**src/rtl/shift_add_mult_if.sv**
```systemverilog
// Start/done handshake bundle for the sequential shift-and-add multiplier.
// The requester drives start/a/b; the controller returns status and the product.
interface shift_add_mult_if #(
    parameter int N = 8
);
    logic           start;
    logic [N-1:0]   a;
    logic [N-1:0]   b;
    logic           ready;
    logic           busy;
    logic           done;
    logic           add_en;
    logic [2*N-1:0] p;

    modport master (
        output start, a, b,
        input  ready, busy, done, add_en, p
    );

    modport slave (
        input  start, a, b,
        output ready, busy, done, add_en, p
    );
endinterface

```
**src/rtl/shift_add_mult_ctrl.sv**
```systemverilog
// Unsigned N x N multiplier: one shared ripple adder reused over N cycles, with
// zero-skip operand gating so the adder inputs stay quiet on multiplier-bit-zero cycles.
module shift_add_mult_ctrl #(
    parameter int N = 8
) (
    input  logic            clk,
    input  logic            rst,
    shift_add_mult_if.slave bus
);
    localparam int CW = $clog2(N + 1);

    typedef enum logic [1:0] {
        IDLE = 2'd0,
        RUN  = 2'd1,
        DONE = 2'd2
    } state_t;

    state_t         state;
    logic [N-1:0]   mcand;
    logic [2*N-1:0] acc;
    logic [CW-1:0]  cnt;
    logic [2*N-1:0] prod;

    logic           add_live;
    logic [N-1:0]   op_x;
    logic [N-1:0]   op_y;
    logic [N:0]     sum;
    logic [2*N-1:0] acc_nxt;

    // Single full-adder cell, returns {carry_out, sum}.
    function automatic logic [1:0] fa(input logic x, input logic y, input logic ci);
        return {(x & y) | (x & ci) | (y & ci), x ^ y ^ ci};
    endfunction

    function automatic logic [N:0] ripple_add(input logic [N-1:0] x, input logic [N-1:0] y);
        logic       c;
        logic [1:0] r;
        logic [N:0] s;
        c = 1'b0;
        s = '0;
        for (int i = 0; i < N; i++) begin
            r    = fa(x[i], y[i], c);
            s[i] = r[0];
            c    = r[1];
        end
        s[N] = c;
        return s;
    endfunction

    // Operands are forced to zero unless the current multiplier bit is set.
    assign add_live = (state == RUN) && acc[0];
    assign op_x     = add_live ? acc[2*N-1:N] : '0;
    assign op_y     = add_live ? mcand : '0;
    assign sum      = ripple_add(op_x, op_y);
    assign acc_nxt  = add_live ? {sum, acc[N-1:1]} : {1'b0, acc[2*N-1:1]};

    always_ff @(posedge clk or posedge rst) begin
        if (rst) begin
            state <= IDLE;
            mcand <= '0;
            acc   <= '0;
            cnt   <= '0;
            prod  <= '0;
        end else begin
            case (state)
                IDLE: begin
                    if (bus.start) begin
                        if (bus.a == '0 || bus.b == '0) begin
                            prod  <= '0;
                            state <= DONE;
                        end else begin
                            mcand <= bus.a;
                            acc   <= {{N{1'b0}}, bus.b};
                            cnt   <= CW'(N);
                            state <= RUN;
                        end
                    end
                end
                RUN: begin
                    acc <= acc_nxt;
                    cnt <= cnt - CW'(1);
                    if (cnt == CW'(1)) begin
                        prod  <= acc_nxt;
                        state <= DONE;
                    end
                end
                DONE: state <= IDLE;
                default: state <= IDLE;
            endcase
        end
    end

    assign bus.ready  = (state == IDLE);
    assign bus.busy   = (state == RUN);
    assign bus.done   = (state == DONE);
    assign bus.add_en = add_live;
    assign bus.p      = prod;
endmodule
```
**src/flat_wrapper.sv**
```systemverilog
// flat-port wrapper written by rule: the top's interface ports become plain ports
module shift_add_mult_ctrl_flat 
#(
    parameter int N = 8
)
  (clk, rst, bus_start, bus_a, bus_b, bus_ready, bus_busy, bus_done, bus_add_en, bus_p);
  shift_add_mult_if #(.N(N)) bus_i ();
  input  logic clk;
  input  logic rst;
  input wire logic [$bits(bus_i.start)-1:0] bus_start;
  input wire logic [$bits(bus_i.a)-1:0] bus_a;
  input wire logic [$bits(bus_i.b)-1:0] bus_b;
  output wire logic [$bits(bus_i.ready)-1:0] bus_ready;
  output wire logic [$bits(bus_i.busy)-1:0] bus_busy;
  output wire logic [$bits(bus_i.done)-1:0] bus_done;
  output wire logic [$bits(bus_i.add_en)-1:0] bus_add_en;
  output wire logic [$bits(bus_i.p)-1:0] bus_p;
  assign bus_i.start = bus_start;
  assign bus_i.a = bus_a;
  assign bus_i.b = bus_b;
  assign bus_ready = bus_i.ready;
  assign bus_busy = bus_i.busy;
  assign bus_done = bus_i.done;
  assign bus_add_en = bus_i.add_en;
  assign bus_p = bus_i.p;
  shift_add_mult_ctrl #(.N(N)) u_core (.clk(clk), .rst(rst), .bus(bus_i));
endmodule
```
**config.mk**
```make
export PLATFORM = sky130hd
export DESIGN_NAME = shift_add_mult_ctrl_flat
export DESIGN_NICKNAME = d
export VERILOG_FILES = /design/src/rtl/shift_add_mult_if.sv /design/src/rtl/shift_add_mult_ctrl.sv /design/src/flat_wrapper.sv
export SDC_FILE = /design/constraint.sdc
export NUM_CORES = 1
export LEC_CHECK = 0
export ABC_AREA = 1
export ABC_CLOCK_PERIOD_IN_PS = 9770
export CAP_MARGIN = 5
export CORE_ASPECT_RATIO = 1.2
export CORE_UTILIZATION = 58
export CTS_BUF_LIST = sky130_fd_sc_hd__clkbuf_16
export DETAILED_ROUTE_END_ITERATION = 7
export GPL_ROUTABILITY_DRIVEN = 0
export PLACE_DENSITY_LB_ADDON = 0.12
export SYNTH_ARGS = -nofsm -noshare
export SYNTH_HDL_FRONTEND = slang
export SYNTH_SLANG_ARGS = --single-unit
```
**constraint.sdc**
```tcl
create_clock -name clk -period 9.77 [get_ports clk]
set_input_delay 1.4655 -clock clk [delete_from_list [all_inputs] [get_ports clk]]
set_output_delay 1.4655 -clock clk [all_outputs]
set_load 0.1 [all_outputs]
```
==> results of run 1 <==
[per-stage QoR]
| stage | cell area [um2] | setup WS, ns | hold slack [ns] | total power [mW] |
|---|---|---|---|---|
| floorplan | 2630 | 5.63 | 0.442 | 0.765 |
| CTS | 3160 | 5.40 | 0.474 | 1.04 |
| finish | 3160 | 5.41 | 0.469 | 1.04 |
| global placement | 3020 | 5.63 | 0.454 | 0.866 |
| global route | 3160 | 5.20 | 0.489 | 1.11 |
| detailed placement | 3020 | 5.49 | 0.459 | 0.880 |
[power groups by stage]
stage                     Clock, mW  Combinational [mW]  Sequential [mW]
after detailed placement          0               0.564            0.316
after global routing          0.168               0.616            0.323
final                         0.159               0.565            0.314
after global placement            0               0.555            0.312
after CTS                     0.161               0.567            0.314
after floorplan                   0               0.335            0.430
[registers in the layout, summed over array words and instances, names as in the netlist]
signal and flops:
u_core.state 2, u_core.bus.p 16, u_core.cnt 4, u_core.acc 16
u_core.mcand 8
[cell usage in the layout, fill, tap and decap left out, types with 4 or more instances in the layout]
cell type,count
a21oi_1,4
clkbuf_16,5
clkdlybuf4s50_1,38
dfrtp_1,46
fa_1,7
inv_1,40
nand2_1,123
nand3_1,42
nand4_1,16
nor2_1,28
[worst max-delay path: stages, from the launching register on]
cell and delay (ns):
dfrtp_1 0.46, nor2_8 0.37, nand2_1 0.35, inv_1 0.24, clkdlybuf4s50_1 1.18
[layer usage]
layer	global-route usage	vias to the layer above	part of all wire
met5	0	-	0
met4	0.104	0	0.010
met3	0.0464	6	0.035
met2	0.452	58	0.50
met1	0.319	1068	0.45
li1	-	1141	-
[final timing paths]
check	from	to	slack, ns	cells past startpoint
setup reg to reg	u_core.state[1]	u_core.bus.p[14]	5.44	17
max in group asynchronous	rst	u_core.acc[8]	7.73	3
hold / removal	u_core.bus.p[3]	u_core.bus.p[3]	0.47	2
setup / recovery	u_core.state[1]	bus_add_en	5.41	4
min in group asynchronous	rst	u_core.cnt[0]	1.62	3
hold reg to reg	u_core.bus.p[3]	u_core.bus.p[3]	0.47	2
[final cells by class]
cell class	count	area [um2]
multi-input combinational	240	1240
sequential	46	1150
fill	364	1140
timing repair buffer	39	388
inverter	44	170
clock buffer	5	125
tap	56	70.1
clock inverter	3	12.5
[kinds of logic after synthesis]
family	after synthesis	synth area share
AO/OA/AOI/OAI	8	0.0190
AND/OR/NAND/NOR	222	0.385
flip-flops	46	0.438
adder cells (fa/ha/maj)	10	0.0676
buffers and inverters	56	0.0900
==> flow_summary_export.csv, run 1 <==
group,metric,value,unit
detailed_routing,drtIter0Drc,147,
sta,tns,0,ns
global_routing,grt_max_degree,47,
power,pwr_density_cell,329,nW/um2
logic_synthesis,ys_warn_count,0,
logic_synthesis,synthTopCellsByArea,"dfrtp_1 44%, nand2_1 18%, nand3_1 8.0%",
global_routing,grt_antenna_before_repair,0,
logic_synthesis,synth_top_cell_by_area,"dfrtp_1",
floorplanning,die_w,63.4,um
power,ir_drop,0.191,mV
logic_synthesis,syn-cell-area,2630,um2
logic_synthesis,ys_top_cells_by_count,"123 x nand2_1, 46 x dfrtp_1, 42 x nand3_1",
global_routing,grt_pass1_wl,9610,um
logic_synthesis,ys_seq_elements,46,
finish,area_delta_synth_final,20.1,%
logic_synthesis,synth_nets,371,
floorplanning,dieArea,4800,um2
detailed_routing,wl,5550,um
finish,post-route-util,0.735,
setup_path,worstPathArrival,2.89,ns
clock_network,postCtsSetupBuffers,0,
finish,drive_gt1_frac,0.0584,
clock_network,cts_buffers,5,
logic_synthesis,avgSynthCellArea,7.68,um2
detailed_routing,vias,2273,
finish,final_cell_count_no_fill,433,
detailed_routing,wl_per_cell,12.8,um
clock_network,cts_sinks,46,
floorplanning,dieHeight,75.7,um
setup_path,end_kind,"output port",
global_routing,overflow,0,
sta,tightest_slew,0.986,ns
floorplanning,rows,26,
run,cap_violations,0,
hold_path,hp-class,"reg -> reg",
power,combinationalPowerShare,0.544,
place,dp.cells,425,
sta,rsz0062_at_grt,"false",
clock_network,ctsHoldBuffers,0,
power,clock_power_share,0.153,
power,p_sw,544,uW
detailed_routing,ant_nets,0,
global_routing,grt_usage,0.258,
clock_network,clockBufferDepth,2,
detailed_routing,drc,0,
sta,finClkSkew,0.00387,ns
finish,finalNetCount,405,
logic_synthesis,post-synth-top-count-cell,"nand2_1",
setup_path,worstSetupPathType,"reg -> out",
power,pwr-share-seq,0.303,
sta,hold_viol_final,0,
logic_synthesis,syn_inst,342,
clock_network,cts_tree,"yes",
clock_network,clkLatencyLatePin,0.28,ns
place,port_buffers,38,
place,dp_hpwl,3900,um
logic_synthesis,synthFlopType,"dfrtp_1",
clock_network,cts-resized-gates,0,
power,p_int,495,uW
floorplanning,initial_core_util,0.612,
sta,period_minus_slack,4.36,ns
setup_path,cp-start-kind,"flop",
floorplanning,core,4290,um2
sta,fin_crit_sh,0.446,
outcome,run_status,"completed",
setup_path,cp_max_fo,24,
logic_synthesis,synth_edf_count,0,
logic_synthesis,async_flop_share,1.00,
logic_synthesis,seq_area_frac_synth,0.438,
power,leakage,1.67,nW
clock_network,cts_root_buffer,"clkbuf_16",
sta,maxSlewViolCount,0,
clock_network,clk_pin_slew,0.06,ns
logic_synthesis,synth_cell_types,26,
sta,fmax,230,MHz
sta,max_slew_margin,0.340,
floorplanning,ios,39,
detailed_routing,viasPerCell,5.25,
clock_network,cts_max_level,2,
sta,setup_viol,0,
detailed_routing,drtPass1Iterations,4,
power,p_sw_frac,0.524,
logic_synthesis,synth_top_area_share,0.438,
finish,antennaDiodeCount,0,
global_routing,grt_pass1_vias,2209,
setup_path,crit_required,8.30,ns
No activity file was read; power rests on OpenSTA's default activity.
==> run 2, diff against run 1 <==
ABC_CLOCK_PERIOD_IN_PS = 4550   (was 9770)
CORE_UTILIZATION = 54   (was 58)
clock period = 4.55 ns   (was 9.77 ns; I/O delays follow)
==> run 2 against run 1 <==
Effect of this change: worst hold slack got worse by 0.0022 ns; first-iteration DRC count decreased by 7.5%; global-route usage down 2.0 points; highest routed layer unchanged.
==> flow_summary_export.csv, run 2 (synthesis results as in run 1) <==
group,metric,value,unit
hold_path,min_path_cells,2,
outcome,run_status,"completed",
floorplanning,dieArea,5150,um2
hold_path,hp-class,"reg -> reg",
floorplanning,initial_core_util,0.568,
detailed_routing,route.met3.wl,248,um
setup_path,end_kind,"flop",
sta,period_minus_slack,3.96,ns
sta,tns,0,ns
clock_network,clockBufferDepth,2,
setup_path,worstSetupPathType,"reg -> reg",
sta,tightest_slew,0.997,ns
detailed_routing,vias,2273,
detailed_routing,ant_nets,0,
sta,setup_viol,0,
sta,max_slew_margin,0.333,
finish,drive_gt1_frac,0.0684,
sta,fin_crit_sh,0.870,
global_routing,grt_antenna_before_repair,0,
global_routing,grt_max_degree,47,
setup_path,cp_cell_sequence,"nand2_1 -> nor2_1 -> ha_1 -> inv_1 -> fa_1 -> fa_1 -> inv_1 -> fa_1 -> fa_1 -> fa_1 -> fa_1 -> fa_1 -> nand2_1 -> a21oi_1 -> nand3_1 -> nand2_1",
floorplanning,dieHeight,78.4,um
setup_path,rr_worst_depth,16,
global_routing,grt_pass1_vias,2173,
clock_network,ctsHoldBuffers,0,
setup_path,r2r_setup_slack,0.59,ns
clock_network,postCtsSetupBuffers,0,
floorplanning,rows,27,
detailed_routing,drc,0,
setup_path,cp_max_fo,14,
detailed_routing,viasPerCell,5.19,
finish,antennaDiodeCount,0,
setup_path,r2r-start,"u_core.acc[0]",
finish,finalNetCount,408,
clock_network,cts_max_level,2,
clock_network,clkLatencyLatePin,0.28,ns
sta,rsz0062_at_grt,"false",
floorplanning,die_w,65.7,um
setup_path,cp-start-kind,"flop",
clock_network,cts_sinks,46,
setup_path,cp_slowest_stage_delay,0.52,ns
clock_network,cts_tree,"yes",
clock_network,cts_buffers,5,
detailed_routing,wl_met2,2590,um
setup_path,r2r_end,"u_core.bus.p[14]",
hold_path,min_from,"u_core.bus.p[10]",
detailed_routing,wl_met1,2500,um
sta,hold_viol_final,0,
detailed_routing,highest_layer,"met4",
global_routing,grt_pass1_wl,9490,um
clock_network,cts-resized-gates,0,
setup_path,cpMostUsedCell,"fa_1",
finish,layout.cells.most_common,"nand2_1",
sta,finClkSkew,0.00344,ns
finish,area_delta_synth_final,23.0,%
detailed_routing,wl,5440,um
finish,layout_common_cells,"123 x nand2_1, 46 x dfrtp_1, 42 x nand3_1, 39 x inv_1, 38 x clkdlybuf4s50_1",
setup_path,worst_path_max_delay_cell,"dfrtp_1",
power,leakage,1.70,nW
place,port_buffers,38,
sta,maxSlewViolCount,0,
power,pwr_density_cell,732,nW/um2
sta,fmax,253,MHz
clock_network,clk_pin_slew,0.06,ns
detailed_routing,wl_per_cell,12.4,um
floorplanning,ios,39,
finish,post-route-util,0.699,
place,dp_hpwl,3790,um
power,ir_drop,0.785,mV
finish,fillerInstances,395,
clock_network,cts_root_buffer,"clkbuf_16",
global_routing,grt_usage,0.238,
detailed_routing,drtPass1Iterations,4,
global_routing,overflow,0,
detailed_routing,drtIter0Drc,136,
run,cap_violations,0,
floorplanning,core,4630,um2
hold_path,holdPathEnd,"u_core.bus.p[10]",
setup_path,worstPathArrival,4.19,ns
setup_path,crit_required,4.78,ns
==> run 2: critical path: cells and delay by family (launching register included) <==
family	cells	cell delay [ns]
simple gates	5	0.50
fa+ha+maj	8	2.57
compound gates	1	0.21
buf+inv	2	0.11
flops	1	0.52
==> run 2: area by class of cell <==
class                           count  area (um2)  share of cell area
Clock buffer                        5         125              0.0387
Clock inverter                      3        63.8              0.0197
Inverter                           44         170              0.0526
Multi-Input combinational cell    240        1240               0.384
Sequential cell                    46        1150               0.356
Tap cell                           58        72.6              0.0224
Timing Repair Buffer               42         410               0.127
==> run 2: metrics by stage <==
step / setup WS [ns] / total power, mW / area [um2] / std cells / hold WS (ns)
global placement: 0.734 / 1.88 / 3040 / 430 / 0.453
global route: 0.393 / 2.51 / 3230 / 438 / 0.484
finish: 0.591 / 2.37 / 3230 / 438 / 0.467
CTS: 0.603 / 2.37 / 3230 / 438 / 0.473
detailed placement: 0.625 / 1.90 / 3040 / 430 / 0.457
floorplan: 0.412 / 1.64 / 2630 / 342 / 0.442
==> run 2: power breakdown <==
part | internal (mW) | switching, mW
Sequential | 0.556 | 0.116
Clock | 0.313 | 0.149
Combinational | 0.323 | 0.908
Total | 1.19 | 1.17
==> run 2: worst max path at each step <==
stage	startpoint	slack (ns)	endpoint	cells after the start
after CTS	u_core.acc[0]	0.60	u_core.bus.p[14]	16
final	u_core.acc[0]	0.59	u_core.bus.p[14]	16
after detailed placement	u_core.acc[0]	0.63	u_core.bus.p[14]	16
after floorplan	u_core.acc[0]	0.41	u_core.bus.p[14]	16
after global routing	u_core.acc[0]	0.39	u_core.bus.p[14]	16
after global placement	u_core.acc[0]	0.73	u_core.bus.p[14]	16
==> run 2: per-layer routing <==
metal	up-vias	track usage
met1	1047	0.323
met5	-	0
met2	72	0.379
met4	0	0.0913
li1	1144	-
met3	10	0.0349
